===== src/rtl/demux_pkg.sv =====
// Shared constants and lane-select decode for the registered 1-to-4 demux.
package demux_pkg;

    localparam int LANES = 4;
    localparam int SEL_W = 2;

    typedef logic [SEL_W-1:0] lane_idx_t;

    localparam lane_idx_t LANE1 = 2'd0;
    localparam lane_idx_t LANE2 = 2'd1;
    localparam lane_idx_t LANE3 = 2'd2;
    localparam lane_idx_t LANE4 = 2'd3;

    // Anything that is not an explicit lane code, including X, lands on lane4.
    function automatic lane_idx_t decode_sel(input logic [SEL_W-1:0] sel);
        case (sel)
            LANE1:   return LANE1;
            LANE2:   return LANE2;
            LANE3:   return LANE3;
            default: return LANE4;
        endcase
    endfunction

endpackage


===== src/rtl/demux_lane_reg.sv =====
// One-entry holding register for a single demux output lane.
module demux_lane_reg
    import demux_pkg::*;
#(
    parameter int WIDTH = 1
) (
    input  logic             iClk,
    input  logic             iRst,
    input  logic             load,
    input  logic [WIDTH-1:0] data_in,
    input  logic             ready_in,
    output logic             valid_out,
    output logic [WIDTH-1:0] data_out
);

    logic             valid_q, valid_d;
    logic [WIDTH-1:0] data_q,  data_d;

    // A load on the same edge as a drain keeps the lane full with the new word.
    always_comb begin
        valid_d = load | (valid_q & ~ready_in);
        data_d  = load ? data_in : data_q;
    end

    always_ff @(posedge iClk) begin
        if (iRst) begin
            valid_q <= 1'b0;
            data_q  <= '0;
        end else begin
            valid_q <= valid_d;
            data_q  <= data_d;
        end
    end

    assign valid_out = valid_q;
    assign data_out  = data_q;

endmodule


===== src/rtl/demux_one_to_four.sv =====
// Registered 1-to-4 demultiplexer with per-lane valid/ready holding registers.
// Define DEMUX_ROUND_ROBIN_EN to steer by an internal rotating pointer instead of iSel.
module demux_one_to_four
    import demux_pkg::*;
#(
    parameter int WIDTH = 1
) (
    input  logic             iClk,
    input  logic             iRst,
    input  logic [WIDTH-1:0] iData,
    input  logic [SEL_W-1:0] iSel,
    input  logic             iValid,
    output logic             oReady,
    output logic [WIDTH-1:0] oData1,
    output logic [WIDTH-1:0] oData2,
    output logic [WIDTH-1:0] oData3,
    output logic [WIDTH-1:0] oData4,
    output logic [LANES-1:0] oValid,
    input  logic [LANES-1:0] iReady
);

    lane_idx_t        sel_idx;
    logic             accept;
    logic [LANES-1:0] lane_load;
    logic [LANES-1:0] lane_valid;
    logic [WIDTH-1:0] lane_data [LANES];

`ifdef DEMUX_ROUND_ROBIN_EN
    lane_idx_t ptr_q, ptr_d;
    logic      unused_sel;

    assign unused_sel = ^iSel;

    always_comb begin
        ptr_d = ptr_q;
        if (accept) begin
            ptr_d = ptr_q + 2'd1;
        end
    end

    always_ff @(posedge iClk) begin
        if (iRst) begin
            ptr_q <= LANE1;
        end else begin
            ptr_q <= ptr_d;
        end
    end

    assign sel_idx = ptr_q;
`else
    assign sel_idx = decode_sel(iSel);
`endif

    // Combinational iSel/iReady -> oReady path; independent of iValid.
    assign oReady = ~lane_valid[sel_idx] | iReady[sel_idx];
    assign accept = iValid & oReady;

    generate
        for (genvar gi = 0; gi < LANES; gi++) begin : g_lane
            assign lane_load[gi] = accept & (sel_idx == lane_idx_t'(gi));

            demux_lane_reg #(
                .WIDTH (WIDTH)
            ) u_lane (
                .iClk      (iClk),
                .iRst      (iRst),
                .load      (lane_load[gi]),
                .data_in   (iData),
                .ready_in  (iReady[gi]),
                .valid_out (lane_valid[gi]),
                .data_out  (lane_data[gi])
            );
        end
    endgenerate

    assign oValid = lane_valid;
    assign oData1 = lane_data[0];
    assign oData2 = lane_data[1];
    assign oData3 = lane_data[2];
    assign oData4 = lane_data[3];

endmodule

===== config.mk =====
export PLATFORM = sky130hd
export DESIGN_NAME = demux_one_to_four
export DESIGN_NICKNAME = d
export VERILOG_FILES = /design/src/rtl/demux_pkg.sv /design/src/rtl/demux_lane_reg.sv /design/src/rtl/demux_one_to_four.sv
export SDC_FILE = /design/constraint.sdc
export NUM_CORES = 1
export LEC_CHECK = 0
export BUFFER_PORTS_ARGS = -buffer_cell sky130_fd_sc_hd__buf_2
export CORE_AREA = 2 2 39 41
export DETAILED_ROUTE_END_ITERATION = 7
export DIE_AREA = 0 0 41 43
export GPL_ROUTABILITY_DRIVEN = 0
export PLACE_DENSITY_LB_ADDON = 0.05
export SLEW_MARGIN = 20
export SYNTH_ARGS = -nofsm -noshare
export SYNTH_HDL_FRONTEND = slang
export SYNTH_SLANG_ARGS = --single-unit

===== constraint.sdc =====
create_clock -name iClk -period 1.4 [get_ports iClk]
set_input_delay 0.14 -clock iClk [delete_from_list [all_inputs] [get_ports iClk]]
set_output_delay 0.14 -clock iClk [all_outputs]
set_load 0.02 [all_outputs]

==> run_results.csv <==
group,metric,value,unit
grt,grt_pass1_wl,1.27,mm
setup_path,r2r_start,"g_lane[0].u_lane.valid_out$_SDFF_PP0_",
layout,antenna_cells,0,
clock_tree,root_buffer,"clkbuf_4",
drt,postRouteAntennaNets,0,
drt,dr.pass1.iters,2,
layout,fin_nets,67,
layout,final_util,36.7,%
grt,grt_util_met1,13.5,%
setup_path,critPathCapture,"oReady",
setup_path,r2r-end,"g_lane[0].u_lane.data_out$_SDFFE_PP0P_",
drt,viasPerCell,4.68,
setup_path,critical_path.startpoint,"g_lane[0].u_lane.valid_out$_SDFF_PP0_",
outcome,violations,"negative setup slack",
grt,grt_most_used_layer,"met2",
layout,final_cell_mix,"buf_2, nand2b_1, dfxtp_1",
clock_tree,clk_pin_slew,0.05,ns
power_and_ir_drop,p_leak,0.000239,uW
drt,wl_per_cell,10.8,um
floorplan,die_area,0.00176,mm2
layout,drive_gt1_share,50.9,%
sta,fin_ws,-0.145,ns
synth,yosys-top-cells-area,"dfxtp_1, nand2b_1, mux2i_1",
sta,slew_violations,0,
flow_run,cap_violations,0,
clock_tree,numClockSinks,8,
clock_tree,clk_latency,0.25,ns
sta,max_slew.worst_pin.slew,0.249,ns
sta,rsz0062_at_grt,"yes",
power_and_ir_drop,p_total,487,uW
layout,final_common_cell,"buf_2",
grt,grt_use_met3,3.14,%
sta,setup_tns,-0.145,ns
layout,syn2layout_area_growth,32.7,%
floorplan,start_util,27.7,%
grt,overflow,0,
synth,syn_area,383,um2
setup_path,critPathArrivalTime,1.40,ns
grt,grt_pass1_vias,315,
sta,fin_crit,1.54,ns
floorplan,fp.coreArea,0.00138,mm2
grt,use_met2,15.3,%
power_and_ir_drop,max-vdd-ir-drop,0.431,mV
outcome,status,"finished with violations",
clock_tree,cts_buffer_depth,2,
synth,yosysWarnings,0,
grt,track_usage,10.9,%
setup_path,rrSetupSlack,0.48,ns
clock_tree,ctsHoldBuffers,0,
drt,routed_wl,765,um
setup_path,crit_chain,"or2b_1, mux4_2, buf_6",
synth,synth_nets,46,
synth,synth_top_area_cell,"dfxtp_1",
setup_path,worstPathRequired,1.26,ns
clock_tree,ctsHtreeMaxLevel,1,
grt,antenna_found_initial,0,
min_path,min_path_type,"in -> reg",
setup_path,critPathMaxFanout,2,
place,io_buffers,18,
layout,fillers,163,
drt,vias,332,
setup_path,slowest_stage,"mux4_2",
clock_tree,cts_buffers,3,
synth,synth_top_area_share,41.8,%
power_and_ir_drop,power_density,959,mW/mm2
setup_path,crit_type,"reg -> out",
clock_tree,cts_tree,"built",
sta,timing.final.crit_share,110,%
synth,synth-seq-cells,8,
setup_path,worstRegToRegCells,4,
setup_path,timing.critical_path.slowest_cell_delay,0.46,ns
grt,grt_max_degree,10,
synth,ys_types,13,
sta,setup_viol,1,
synth,post_synth.cell_area_avg,10.6,um2
sta,hold_viol,0,
synth,ys_seq_area_share,41.8,%
floorplan,io_pins,19,
place,place_ws,0.0900,ns
drt,drt_iter0_markers,1,
setup_path,start_kind,"flip-flop",
drt,post-route-drc-count,0,
sta,slew_headroom,83.4,%
floorplan,die_y,43,um
sta,max_freq,0.647,GHz
synth,synth_cells,36,
floorplan,die_w,41,um
floorplan,std_cell_rows,14,
setup_path,cp-end-kind,"output port",
sta,clock_skew,0.00361,ns
==> logic make-up (layout without fill, tap and decap cells) <==
| logic type | count (synthesis) | in the layout | synth area share (%) |
|---|---|---|---|
| compound gates | 6 | 6 | 10.8 |
| simple gates | 14 | 14 | 25.8 |
| mux | 4 | 4 | 13.7 |
| flops | 8 | 8 | 41.8 |
| buf+inv | 4 | 23 | 7.84 |
==> power breakdown <==
part / switching (uW) / internal, uW / leakage [uW] / total (uW)
combinational: 36.4 / 33.6 / 0.000159 / 70.0
sequential: 3.42 / 236 / 0.0000656 / 240
clock: 79.1 / 98.2 / 0.0000138 / 177
==> stage by stage <==
| step | instances | hold WS [ns] | cell area [um2] |
|---|---|---|---|
| final | 71 | 0.146 | 508 |
| after global routing | 71 | 0.166 | 508 |
| after CTS | 70 | 0.151 | 500 |
| after detailed placement | 66 | 0.428 | 463 |
| after global placement | 66 | 0.418 | 463 |
| after floorplan | 36 | 0.209 | 383 |
==> sequential cells by signal, summed over array words and instances, names as in the netlist <==
register and cells:
g_lane.u_lane.data_out 4, g_lane.u_lane.valid_out 4
==> final cells by class <==
class	instances	area, um2	area share [%]
Multi-Input combinational cell	24	193	37.9
Timing Repair Buffer	20	111	21.9
Sequential cell	8	161	31.8
Tap cell	16	20.0	3.94
Clock buffer	3	22.5	4.43
==> layer usage <==
layer,part of all wire [%],wire length [um]
met1,41,315
met2,50,381
met3,8.0,61
met4,0.78,6
met5,0,0
==> worst max-delay path, delay by kind of cell (launching register included) <==
kind	cells	cell delay, ns
AND/OR/NAND/NOR	1	0.23
flip-flops	1	0.32
buffers and inverters	1	0.15
multiplexers	1	0.46
==> Yosys cell counts (all sizes together) <==
cell type  count
or3b           1
o31ai          1
nand2b         7
dfxtp          8
nand4          1
mux4           1
nor2b          2
buf            4
nand4b         2
or2b           1
mux2i          3
o21ai          1
a21oi          4
==> what timing repair did <==
item,4_1_cts,5_1_grt
setup endpoints to repair,1,1
resized for setup,3,0
buffers inserted,1,1
hold endpoints to repair,0,0
cloned,0,0
pin swaps,0,0
==> worst min-delay path by stage <==
stage,from,to,depth (start not counted)
final,iRst,g_lane[0].u_lane.valid_out$_SDFF_PP0_,2
after CTS,iRst,g_lane[0].u_lane.valid_out$_SDFF_PP0_,2
after floorplan,iRst,g_lane[0].u_lane.valid_out$_SDFF_PP0_,1
after global routing,iRst,g_lane[0].u_lane.valid_out$_SDFF_PP0_,2
after global placement,iRst,g_lane[3].u_lane.valid_out$_SDFF_PP0_,2
after detailed placement,iRst,g_lane[0].u_lane.valid_out$_SDFF_PP0_,2
(Power assumes the default switching activity.)
